**config.mk**
```make
export PLATFORM = sky130hd
export DESIGN_NAME = width_upsizer
export DESIGN_NICKNAME = d
export VERILOG_FILES = /design/src/rtl/width_upsizer.sv
export SDC_FILE = /design/constraint.sdc
export NUM_CORES = 1
export LEC_CHECK = 0
export BUFFER_PORTS_ARGS = -buffer_cell sky130_fd_sc_hd__buf_2
export CAP_MARGIN = 40
export CORE_UTILIZATION = 45
export CTS_CLUSTER_DIAMETER = 50
export DETAILED_ROUTE_END_ITERATION = 16
export PLACE_DENSITY_LB_ADDON = 0.08
export RECOVER_POWER = 50
export SYNTH_ARGS = -nofsm -noshare
export SYNTH_HDL_FRONTEND = slang
export SYNTH_SLANG_ARGS = --single-unit
```
**constraint.sdc**
```tcl
create_clock -name clk -period 2.05 [get_ports clk]
set_input_delay 0.41 -clock clk [delete_from_list [all_inputs] [get_ports clk]]
set_output_delay 0.41 -clock clk [all_outputs]
set_load 0.03 [all_outputs]
```
**src/rtl/width_upsizer.sv**
```systemverilog
// Narrow-to-wide serial-to-parallel packer: RATIO beats of IN_W bits form one word,
// with valid/ready on both sides, early close via last_in and a per-lane keep mask.
module width_upsizer #(
  parameter int IN_W      = 8,
  parameter int RATIO     = 4,
  parameter bit MSB_FIRST = 1'b1
) (
  input  logic                    clk,
  input  logic                    reset,
  input  logic [IN_W-1:0]         data_in,
  input  logic                    valid_in,
  input  logic                    last_in,
  output logic                    ready_out,
  output logic [IN_W*RATIO-1:0]   data_out,
  output logic                    valid_out,
  output logic [RATIO-1:0]        keep_out,
  output logic                    last_out,
  input  logic                    ready_in
);

  localparam int OUT_W = IN_W * RATIO;
  localparam int CNT_W = $clog2(RATIO);
  localparam logic [CNT_W-1:0] CNT_MAX = CNT_W'(RATIO - 1);

  logic [CNT_W-1:0] cnt_reg;
  logic [CNT_W-1:0] lane;
  logic [OUT_W-1:0] acc_reg;
  logic [OUT_W-1:0] acc_next;
  logic [RATIO-1:0] acc_keep_reg;
  logic [RATIO-1:0] acc_keep_next;
  logic [RATIO-1:0] lane_hot;
  logic [OUT_W-1:0] data_out_reg;
  logic [RATIO-1:0] keep_out_reg;
  logic             valid_out_reg;
  logic             last_out_reg;
  logic             accept;
  logic             closing;

  assign ready_out = !reset && (!valid_out_reg || ready_in);
  assign accept    = valid_in && ready_out;
  assign closing   = last_in || (cnt_reg == CNT_MAX);
  assign lane      = MSB_FIRST ? (CNT_MAX - cnt_reg) : cnt_reg;

  // Accumulator with the current beat merged into its lane; unfilled lanes stay zero
  // because the accumulator is cleared whenever a word closes.
  generate
    for (genvar gi = 0; gi < RATIO; gi++) begin : g_lane
      assign lane_hot[gi] = (lane == CNT_W'(gi));
      assign acc_next[gi*IN_W +: IN_W] = lane_hot[gi] ? data_in : acc_reg[gi*IN_W +: IN_W];
    end
  endgenerate

  assign acc_keep_next = acc_keep_reg | lane_hot;

  always_ff @(posedge clk) begin
    if (reset) begin
      cnt_reg       <= '0;
      acc_reg       <= '0;
      acc_keep_reg  <= '0;
      data_out_reg  <= '0;
      keep_out_reg  <= '0;
      valid_out_reg <= 1'b0;
      last_out_reg  <= 1'b0;
    end else begin
      if (valid_out_reg && ready_in) begin
        valid_out_reg <= 1'b0;
      end
      if (accept) begin
        if (closing) begin
          data_out_reg  <= acc_next;
          keep_out_reg  <= acc_keep_next;
          last_out_reg  <= last_in;
          valid_out_reg <= 1'b1;
          acc_reg       <= '0;
          acc_keep_reg  <= '0;
          cnt_reg       <= '0;
        end else begin
          acc_reg      <= acc_next;
          acc_keep_reg <= acc_keep_next;
          cnt_reg      <= cnt_reg + CNT_W'(1);
        end
      end
    end
  end

  assign data_out  = data_out_reg;
  assign keep_out  = keep_out_reg;
  assign valid_out = valid_out_reg;
  assign last_out  = last_out_reg;

endmodule

```
Yosys cells after proc, flatten, opt, wreduce, memory -nomap -nowiden --
Cells that the tools add are included. Widths: inputs -> output; s select.
Cells by class: reductions and logical operators 9, add/sub/neg operators 2, multiplexer cells 10, equality and inequality tests 4, bitwise logic cells 1
Operators by type and width (count):
- $mux 32 | 1
- $mux 8 | 4
- $eq 2x2->1 const B | 3
- $mux 4 | 1
- $or 4x4->4 | 1
- $logic_and 1x1->1 | 3
- $mux 1 | 3
- $add 2x1->2 const B | 1
- $eq 2x1->1 const B | 1
- $logic_not 1->1 | 2
- $logic_not 2->1 | 1
- $logic_or 1x1->1 | 2
- $mux 2 | 1
- $reduce_and 2->1 | 1
- $sub 2x2->2 const A | 1
Storage, ports and cells: bits in registers 76, output and inout bits 39, word-level logic and storage cells 33, bits of input ports 13

Depth between registers and ports, before layout --
Gate-level depths: netlist (run 1).
depth after elaboration 5, mapped depth 7, depth with buffers taken out 5

Least setup slack after synthesis (run 1) --
No wires, ideal clock.
path type register to register, from register cnt_reg[0], to register data_out_reg[10] (netlist: data_out[10]), period minus slack after synthesis 1.601 ns, slack 0.449 ns, buffers on the path 3, library setup time 0.146 ns, arrival time 1.455 ns, stages on the path, launching flop included 8, data required time 1.904 ns, cell sequence dfxtp_1 > ha_1 > buf_6 > or2_1 > buf_4 > buf_2 > a31oi_1 > a211oi_2
Between the ends: cells in the longest elaborated chain, start to end 3, elaborated cells on any way between the ends 6, classes of those cells add/sub: 1; eq/ne: 2; mux: 1; reduce/logical: 2
RTL lines:
- start: declaration | line 25 | logic [CNT_W-1:0] cnt_reg;
- start signal: assignment | line 80 | cnt_reg <= cnt_reg + CNT_W'(1);
- $sub 2x2->2 / $eq 2x2->1 (equally long branches) | line 42, 41
- $eq 2x1->1 / $logic_or 1x1->1 (equally long branches) | line 48, 41
- $mux 8 / $reduce_and 2->1 (equally long branches)
- end signal: assignment | line 70 | data_out_reg <= acc_next;
- end: declaration | line 32 | logic [OUT_W-1:0] data_out_reg;
Parallel ways exist; a longest one is shown, timed or not. A chain may end at the register's enable or synchronous reset.

Worst setup path after layout (run 1) --
from register cnt_reg[0], to register acc_reg[5]
Between the ends: cells in the longest elaborated chain, start to end 4, elaborated cells on any way between the ends 6, classes of those cells add/sub: 1; eq/ne: 1; mux: 2; reduce/logical: 2
RTL lines:
- $sub 2x2->2 | line 42 | assign lane = MSB_FIRST ? (CNT_MAX - cnt_reg) : cnt_reg;
- $logic_not 2->1 | line 48 | assign lane_hot[gi] = (lane == CNT_W'(gi));
- $mux 8 | line 49 | assign acc_next[gi*IN_W +: IN_W] = lane_hot[gi] ? data_in : acc_reg[gi*IN_W +: IN_W];
- $mux 32 * | line 69 | if (closing) begin
- end signal: assignment | line 78 | acc_reg <= acc_next;
- end: declaration | line 27 | logic [OUT_W-1:0] acc_reg;
Mark *: on every way between the ends. The rest lies on a longest branch, timed or not.

==> results of run 1 <==
## per-layer routing
layer	vias to the layer above	global-route usage, %	routed length (um)
met3	10	2.96	295
met4	0	7.80	129
met5	-	0	0
met2	69	31.5	3830
li1	1382	-	-
met1	1411	32.6	4320
## per-stage QoR
step	area [um^2]	power [uW]
2_1_floorplan	3480	1890
4_1_cts	3990	3380
3_5_place_dp	3760	2020
6_report	3920	3340
5_1_grt	3920	3480
3_3_place_gp	3740	2010
## synth_stat cells
master,count,share of area [%]
a211oi_1,6,1.3
a211oi_2,29,10
a21oi_1,27,3.9
a31o_1,1,0.25
a31oi_1,38,6.8
a31oi_4,1,0.61
a32o_1,1,0.29
a41oi_1,1,0.25
and2_1,9,1.6
and3_1,1,0.18
buf_2,18,2.6
buf_4,5,1.1
buf_6,7,2.3
clkbuf_1,12,1.3
dfxtp_1,76,44
ha_1,4,1.4
inv_1,5,0.54
mux2i_1,32,9.2
nand2b_1,2,0.36
nand3_1,2,0.29
nand4_1,24,4.3
nor2_1,9,0.97
nor2b_1,1,0.18
nor2b_2,1,0.25
o21a_1,1,0.22
o21ai_0,2,0.29
o31ai_1,24,5.2
or2_1,1,0.18
## power by group through the flow
stage | Combinational (uW) | Sequential (uW) | Clock [uW]
final | 418 | 1550 | 1370
after floorplan | 240 | 1650 | 0
after global placement | 430 | 1580 | 0
after CTS | 437 | 1550 | 1400
after global routing | 450 | 1550 | 1470
after detailed placement | 435 | 1580 | 0
## kinds of logic (layout without fill, tap and decap cells)
| family | after synthesis | after routing | share of synthesized area [%] |
|---|---|---|---|
| flops | 76 | 76 | 43.7 |
| compound gates | 131 | 131 | 29.5 |
| simple gates | 50 | 50 | 8.34 |
| mux | 32 | 32 | 9.21 |
| buf+inv | 47 | 86 | 7.77 |
| fa+ha+maj | 4 | 4 | 1.44 |
## how the worst max path moves through the flow
stage	startpoint	end	slack [ps]
finish	cnt_reg[0]$_SDFFE_PP0P_	acc_reg[5]$_SDFFE_PP0P_	260
CTS	cnt_reg[0]$_SDFFE_PP0P_	cnt_reg[1]$_SDFFE_PP0P_	300
floorplan	cnt_reg[0]$_SDFFE_PP0P_	data_out[10]$_SDFFE_PP0P_	450
detailed placement	valid_in	keep_out[2]$_SDFFE_PP0P_	220
global route	cnt_reg[0]$_SDFFE_PP0P_	acc_keep_reg[0]$_SDFFE_PP0P_	150
global placement	valid_in	keep_out[2]$_SDFFE_PP0P_	130
## layout make-up
class / instances / area share, %
repair buffers: 66 / 8.72
clock inverters: 5 / 2.55
flip-flops and latches: 76 / 38.8
clock buffers: 10 / 3.51
well taps: 99 / 3.16
inverters: 5 / 0.479
multi-input cells: 217 / 42.8
## worst max-delay path: stages, from the launching register on
cell     delay [ps]
dfxtp_1         340
ha_1            220
or2_0           220
buf_4           280
a31oi_2         480
and2_1          190
==> results.py, run 1 <==
metrics = {
    "clocking": {
        "cts_tree": "built",
        "ctsResizeCount": 0,
        "clk_path_buf_depth": 2,
        "cts_setup_buffers": 0,
        "postCtsHoldBufs": 0,
        "htreeDepth": 3,
        "clock_sinks": 76,
        "cts_buffers": 9,
        "clkTransAtPathRegs_ps": 80,
        "worstSkewPairLatency_ps": 340,
        "cts_root_buffer": "clkbuf_8",
    },
    "sta": {
        "totalNegativeSetupSlack_ps": 0,
        "slew_headroom_pct": 53.4,
        "skew_ps": 5.86,
        "setup_violations": 0,
        "period_share_pct": 87.2,
        "timing.fmax_mhz": 560,
        "tightestPinTransition_ps": 699,
        "whs_ps": 344,
        "fin_ws_ps": 263,
        "report.final.slew_viol_count": 0,
        "rsz0062_at_grt": "false",
        "final-hold-violation-count": 0,
        "fin_crit_ps": 1790,
    },
    "final_layout": {
        "final_cell_mix": "dfxtp_1, clkbuf_1, a31oi_1",
        "multi_input_area_mm2": 0.00168,
        "fin_nets": 392,
        "n_fill_cell": 723,
        "layoutNonFillerInstCount": 478,
        "synthToLayoutAreaGrowth_pct": 12.6,
        "regArea_mm2": 0.00152,
        "final_common_cell": "dfxtp_1",
        "drive_gt1_share_pct": 19.3,
        "fin_util_pct": 53.2,
        "antennaDiodeCount": 0,
    },
    "power_and_ir_drop": {
        "pwr-share-seq_pct": 46.4,
        "pwr-share-clk_pct": 41.1,
        "p_per_area_mw_per_mm2": 852,
        "net-switching-power_uw": 861,
        "intPower_uw": 2480,
        "swShare_pct": 25.8,
        "p_comb_share_pct": 12.5,
        "peakVddDrop_uv": 431,
        "power_leakage_uw": 0.00127,
    },
    "critical_path": {
        "crit_fanout": 38,
        "critical_path_required_ps": 2330,
        "r2r_end": "acc_reg[5]$_SDFFE_PP0P_",
        "worstSetupPathType": "reg2reg",
        "timing.rr.start": "cnt_reg[0]$_SDFFE_PP0P_",
        "startpoint_type": "register",
        "crit_path_end_kind": "register",
        "arrival_ps": 2070,
        "ff2ff_path_depth": 5,
        "ff2ff_setup_slack_ps": 260,
    },
    "global_route": {
        "antenna_found_initial": 0,
        "grt_max_degree": 66,
        "gr-total-overflow": 0,
        "grtUsageTotal_pct": 21.7,
        "grt_pass1_vias": 2640,
        "grt_pass1_wl_um": 14200,
    },
    "route": {
        "antenna_left": 0,
        "wl_um": 8580,
        "first_pass_iters": 5,
        "drt_drc_violations_left": 0,
        "drt_iter0_drc": 253,
        "wl_per_cell_um": 17.9,
        "vias": 2872,
        "vias_per_cell": 6.01,
    },
    "placement": {
        "gp_congestion": 0.729,
        "io_buffers": 51,
        "place_inst": 463,
        "dp_hpwl_um": 5090,
        "place_ws_ps": 219,
    },
    "min_path": {
        "holdCritStartpoint": "last_in",
        "min_path_cells": 2,
        "min_to": "last_out$_SDFFE_PP0P_",
        "min-delay-path-class": "in2reg",
    },
    "synth": {
        "ys_types": 28,
        "syn_inst": 340,
        "syn_area_mm2": 0.00348,
        "syn_avg_cell_area_um2": 10.2,
        "syn_nets": 357,
        "ys_seq_elements": 76,
        "seq_area_frac_synth_pct": 43.7,
        "synth_warnings": 0,
    },
    "floorplan": {
        "rows": 31,
        "start_util_pct": 47.2,
        "die_area_mm2": 0.00809,
        "ioPinCount": 52,
        "die_h_um": 89.9,
        "die_x_um": 89.9,
        "core_area_mm2": 0.00737,
    },
    "job": {
        "max-cap-violations": 0,
    },
    "status": {
        "outcome": "complete, no violations",
    },
}
Note: power is estimated with default switching activity, not from simulation.
==> run 2: changes to the inputs <==
--- a/config.mk
+++ b/config.mk
@@ -5,12 +5,12 @@
 export SDC_FILE = /design/constraint.sdc
 export NUM_CORES = 1
 export LEC_CHECK = 0
-export BUFFER_PORTS_ARGS = -buffer_cell sky130_fd_sc_hd__buf_2
+export BUFFER_PORTS_ARGS = -buffer_cell sky130_fd_sc_hd__buf_4
 export CAP_MARGIN = 40
 export CORE_UTILIZATION = 45
 export CTS_CLUSTER_DIAMETER = 50
 export DETAILED_ROUTE_END_ITERATION = 16
-export PLACE_DENSITY_LB_ADDON = 0.08
+export PLACE_DENSITY = 0.69
 export RECOVER_POWER = 50
 export SYNTH_ARGS = -nofsm -noshare
 export SYNTH_HDL_FRONTEND = slang
==> results.py, run 2 (same netlist as run 1, synthesis figures left out) <==
metrics = {
    "floorplan": {
        "die_h_um": 89.9,
        "start_util_pct": 47.2,
        "rows": 31,
        "core_area_mm2": 0.00737,
        "die_area_mm2": 0.00809,
        "ioPinCount": 52,
        "die_x_um": 89.9,
    },
    "clocking": {
        "clk_path_buf_depth": 2,
        "cts_buffers": 9,
        "cts_tree": "built",
        "cts_root_buffer": "clkbuf_8",
        "ctsResizeCount": 0,
        "cts_setup_buffers": 0,
        "clkTransAtPathRegs_ps": 80,
        "postCtsHoldBufs": 0,
        "htreeDepth": 3,
        "worstSkewPairLatency_ps": 350,
        "clock_sinks": 76,
    },
    "critical_path": {
        "crit_path_end_kind": "register",
        "path_delay_family": "buffers and inverters",
        "critical_path_required_ps": 2270,
        "timing.rr.start": "cnt_reg[1]$_SDFFE_PP0P_",
        "cp_slowest_cell": "buf_4",
        "worstSetupPathType": "reg2reg",
        "crit_chain": "ha_1 > or2_1 > buf_4 > a31o_1 > buf_4 > a21oi_1",
        "cp_slowest_stage_delay_ps": 400,
        "cp-startpoint": "cnt_reg[1]$_SDFFE_PP0P_",
        "path_common_cell": "buf_4",
        "crit_fanout": 38,
        "arrival_ps": 2040,
        "startpoint_type": "register",
        "crit_buf_inv": 2,
    },
    "min_path": {
        "holdCritStartpoint": "last_in",
        "min-delay-path-class": "in2reg",
    },
    "power_and_ir_drop": {
        "pwr-share-clk_pct": 39.0,
        "p_per_area_mw_per_mm2": 829,
        "power_leakage_uw": 0.00126,
        "finalPower_uw": 3220,
        "net-switching-power_uw": 851,
        "peakVddDrop_uv": 493,
        "p_comb_share_pct": 12.9,
        "intPower_uw": 2370,
        "swShare_pct": 26.5,
        "pwr-share-seq_pct": 48.1,
    },
    "final_layout": {
        "drive_gt1_share_pct": 15.8,
        "final_common_cell": "dfxtp_1",
        "fin_util_pct": 52.7,
        "synthToLayoutAreaGrowth_pct": 11.6,
        "n_fill_cell": 725,
        "antennaDiodeCount": 0,
        "final_cell_mix": "dfxtp_1, clkbuf_1, a31oi_1",
        "fin_nets": 391,
    },
    "global_route": {
        "grt_pass1_vias": 2722,
        "grt_pass1_wl_um": 14300,
        "gr-total-overflow": 0,
        "grtUsageTotal_pct": 22.1,
        "antenna_found_initial": 0,
        "grt_max_degree": 68,
    },
    "route": {
        "vias": 2795,
        "vias_per_cell": 5.85,
        "drt_iter0_drc": 247,
        "wl_per_cell_um": 17.9,
        "drt_drc_violations_left": 0,
        "first_pass_iters": 4,
        "antenna_left": 0,
        "wl_um": 8580,
    },
    "sta": {
        "period_share_pct": 88.4,
        "tightestPinTransition_ps": 676,
        "skew_ps": 7.51,
        "totalNegativeSetupSlack_ps": 0,
        "final-hold-violation-count": 0,
        "fin_crit_ps": 1810,
        "slew_headroom_pct": 55.0,
        "timing.fmax_mhz": 552,
        "report.final.slew_viol_count": 0,
        "setup_violations": 0,
        "rsz0062_at_grt": "false",
    },
    "placement": {
        "io_buffers": 51,
        "gp_congestion": 0.719,
        "dp_hpwl_um": 5140,
    },
    "status": {
        "outcome": "complete, no violations",
    },
    "job": {
        "max-cap-violations": 0,
    },
}
run 2: changes by cell type in the layout (fill, tap and decap cells not counted), sizes merged:
cell      change
buf           +1
clkinvlp      +1
bufinv        -1
clkinv        -1
run 2: final cells by class:
class | instances | area, um^2 | area share, %
Clock buffer | 12 | 145 | 3.74
Clock inverter | 4 | 72.6 | 1.87
Inverter | 5 | 18.8 | 0.483
Multi-Input combinational cell | 217 | 1630 | 42.0
Sequential cell | 76 | 1520 | 39.2
Tap cell | 99 | 124 | 3.19
Timing Repair Buffer | 65 | 370 | 9.54
run 2: path summary, 6_finish.rpt:
path                                   end  cells past startpoint  slack (ps)
hold reg to reg    acc_reg[3]$_SDFFE_PP0P_                      1         470
setup reg to reg  acc_reg[30]$_SDFFE_PP0P_                      6         240
hold / removal       last_out$_SDFFE_PP0P_                      2         320
setup / recovery  acc_reg[30]$_SDFFE_PP0P_                      6         240
run 2: power groups by stage:
stage | Clock [uW] | Combinational (uW) | Sequential [uW]
6_report | 1260 | 414 | 1550
5_1_grt | 1350 | 444 | 1550
4_1_cts | 1280 | 459 | 1550
3_5_place_dp | 0 | 457 | 1580
3_3_place_gp | 0 | 448 | 1580
2_1_floorplan | 0 | 240 | 1650
run 2: routing by layer:
metal / vias to the layer above / GRT usage [%] / routed length, um
met4: 0 / 6.45 / 92
met2: 57 / 35.1 / 4070
met3: 11 / 4.23 / 327
li1: 1371 / - / -
met5: - / 0 / 0
met1: 1356 / 30.5 / 4090
run 2: metrics by stage:
| stage | instances | setup WS [ps] | hold slack [ps] | instance area [um^2] |
|---|---|---|---|---|
| after detailed placement | 462 | 266 | 447 | 3880 |
| after CTS | 478 | 247 | 305 | 4090 |
| after global routing | 478 | 70.3 | 303 | 3880 |
| after floorplan | 340 | 449 | 429 | 3480 |
| after global placement | 461 | 199 | 441 | 3860 |
| final | 478 | 238 | 315 | 3880 |
run 2: worst register-to-register path, delay by kind of cell, from the launching register on:
family	cells	cell delay, ps
flops	1	380
compound gates	2	300
simple gates	1	120
buf+inv	2	710
fa+ha+maj	1	180
==> run 3: changes to the inputs <==
--- a/config.mk
+++ b/config.mk
@@ -5,12 +5,12 @@
 export SDC_FILE = /design/constraint.sdc
 export NUM_CORES = 1
 export LEC_CHECK = 0
-export BUFFER_PORTS_ARGS = -buffer_cell sky130_fd_sc_hd__buf_4
 export CAP_MARGIN = 40
 export CORE_UTILIZATION = 45
 export CTS_CLUSTER_DIAMETER = 50
 export DETAILED_ROUTE_END_ITERATION = 16
-export PLACE_DENSITY = 0.69
+export DONT_BUFFER_PORTS = 1
+export PLACE_DENSITY = 0.64
 export RECOVER_POWER = 50
 export SYNTH_ARGS = -nofsm -noshare
 export SYNTH_HDL_FRONTEND = slang
==> results.py, run 3 (same netlist as run 1, synthesis figures left out) <==
metrics = {
    "final_layout": {
        "final_common_cell": "dfxtp_1",
        "synthToLayoutAreaGrowth_pct": 6.36,
        "final_cell_mix": "dfxtp_1, a31oi_1, mux2i_1",
        "antennaDiodeCount": 0,
        "fin_nets": 345,
        "drive_gt1_share_pct": 19.9,
        "n_fill_cell": 694,
        "design_area_mm2": 0.00370,
    },
    "sta": {
        "skew_ps": 8.05,
        "setup_violations": 0,
        "timing.fmax_mhz": 561,
        "totalNegativeSetupSlack_ps": 0,
        "rsz0062_at_grt": "false",
        "final-hold-violation-count": 0,
        "report.final.slew_viol_count": 0,
        "slew_headroom_pct": 46.0,
        "period_share_pct": 87.0,
        "tightestPinTransition_ps": 807,
        "fin_crit_ps": 1780,
    },
    "placement": {
        "io_buffers": 0,
        "gp_congestion": 0.762,
        "dp_hpwl_um": 5280,
        "placed_area_mm2": 0.00351,
    },
    "clocking": {
        "cts_root_buffer": "clkbuf_8",
        "postCtsHoldBufs": 0,
        "clk_path_buf_depth": 2,
        "ctsResizeCount": 0,
        "htreeDepth": 3,
        "clock_sinks": 76,
        "clkTransAtPathRegs_ps": 80,
        "cts_buffers": 9,
        "cts_setup_buffers": 0,
        "cts_tree": "built",
        "worstSkewPairLatency_ps": 360,
    },
    "route": {
        "wl_um": 8730,
        "first_pass_iters": 4,
        "antenna_left": 0,
        "vias": 2725,
        "drt_iter0_drc": 297,
        "drt_drc_violations_left": 0,
        "wl_per_cell_um": 20.3,
        "vias_per_cell": 6.32,
    },
    "critical_path": {
        "crit_path_end_kind": "register",
        "arrival_ps": 2080,
        "cp_slowest_stage_delay_ps": 660,
        "path_delay_family": "compound AO/OA/AOI/OAI gates",
        "crit_buf_inv": 0,
        "ff2ff_setup_slack_ps": 270,
        "cp_slowest_cell": "a31oi_1",
        "startpoint_type": "register",
        "worstSetupPathType": "reg2reg",
        "crit_fanout": 10,
        "critical_path_required_ps": 2350,
        "crit_chain": "ha_1 > or2_0 > a31oi_1 > and2_0",
    },
    "global_route": {
        "antenna_found_initial": 0,
        "grt_max_degree": 43,
        "grt_pass1_vias": 2644,
        "gr-total-overflow": 0,
        "grt_pass1_wl_um": 14200,
        "grtUsageTotal_pct": 22.1,
    },
    "floorplan": {
        "rows": 31,
        "core_area_mm2": 0.00737,
        "die_area_mm2": 0.00809,
        "ioPinCount": 52,
        "die_x_um": 89.9,
        "start_util_pct": 47.2,
        "die_h_um": 89.9,
    },
    "power_and_ir_drop": {
        "power_leakage_uw": 0.00117,
        "peakVddDrop_uv": 667,
        "p_per_area_mw_per_mm2": 849,
    },
    "job": {
        "max-cap-violations": 0,
    },
    "min_path": {
        "min-delay-path-class": "in2reg",
    },
    "status": {
        "outcome": "complete, no violations",
    },
}
-- run 3: path summary, 6_finish.rpt --
path	endpoint	from	cells past startpoint
setup / recovery	acc_reg[6]$_SDFFE_PP0P_	cnt_reg[0]$_SDFFE_PP0P_	4
setup reg to reg	acc_reg[6]$_SDFFE_PP0P_	cnt_reg[0]$_SDFFE_PP0P_	4
hold reg to reg	acc_keep_reg[0]$_SDFFE_PP0P_	acc_keep_reg[0]$_SDFFE_PP0P_	1
hold / removal	data_out[5]$_SDFFE_PP0P_	reset	1
-- run 3: power breakdown --
group | internal, uW | leakage [uW] | switching (uW)
sequential | 1520 | 0.000618 | 103
clock | 680 | 0.000105 | 567
combinational | 99.0 | 0.000445 | 169
-- run 3: per-layer routing --
layer	GRT usage [%]	vias up	part of all wire, %
li1	-	1286	-
met1	29.3	1356	46
met2	34.7	70	46
met3	6.94	13	5.7
met4	6.32	0	1.7
met5	0	-	0
-- run 3: worst register-to-register path: cells and delay by family (launching register included) --
| kind | cells | cell delay [ps] |
|---|---|---|
| compound gates | 1 | 660 |
| flops | 1 | 350 |
| simple gates | 2 | 500 |
| fa+ha+maj | 1 | 220 |
-- run 3: area by class of cell --
class	instances	area [um^2]	share of cell area (%)
multi-input combinational	217	1680	45.5
sequential	76	1520	41.1
clock buffer	9	124	3.35
tap	99	124	3.35
inverter	5	18.8	0.507
timing repair buffer	19	139	3.75
clock inverter	6	90.1	2.43
-- run 3: metrics by stage --
step           utilization, %  hold WS [ps]  instances  worst slack [ps]  power (uW)
4_1_cts                  50.5          94.2        431               391        3170
3_5_place_dp             47.6           444        416               429        1930
5_1_grt                  50.2          98.1        431               158        3250
3_3_place_gp             47.6           441        416               473        1920
2_1_floorplan               -           429        340               449        1890
6_report                 50.2           115        431               267        3140
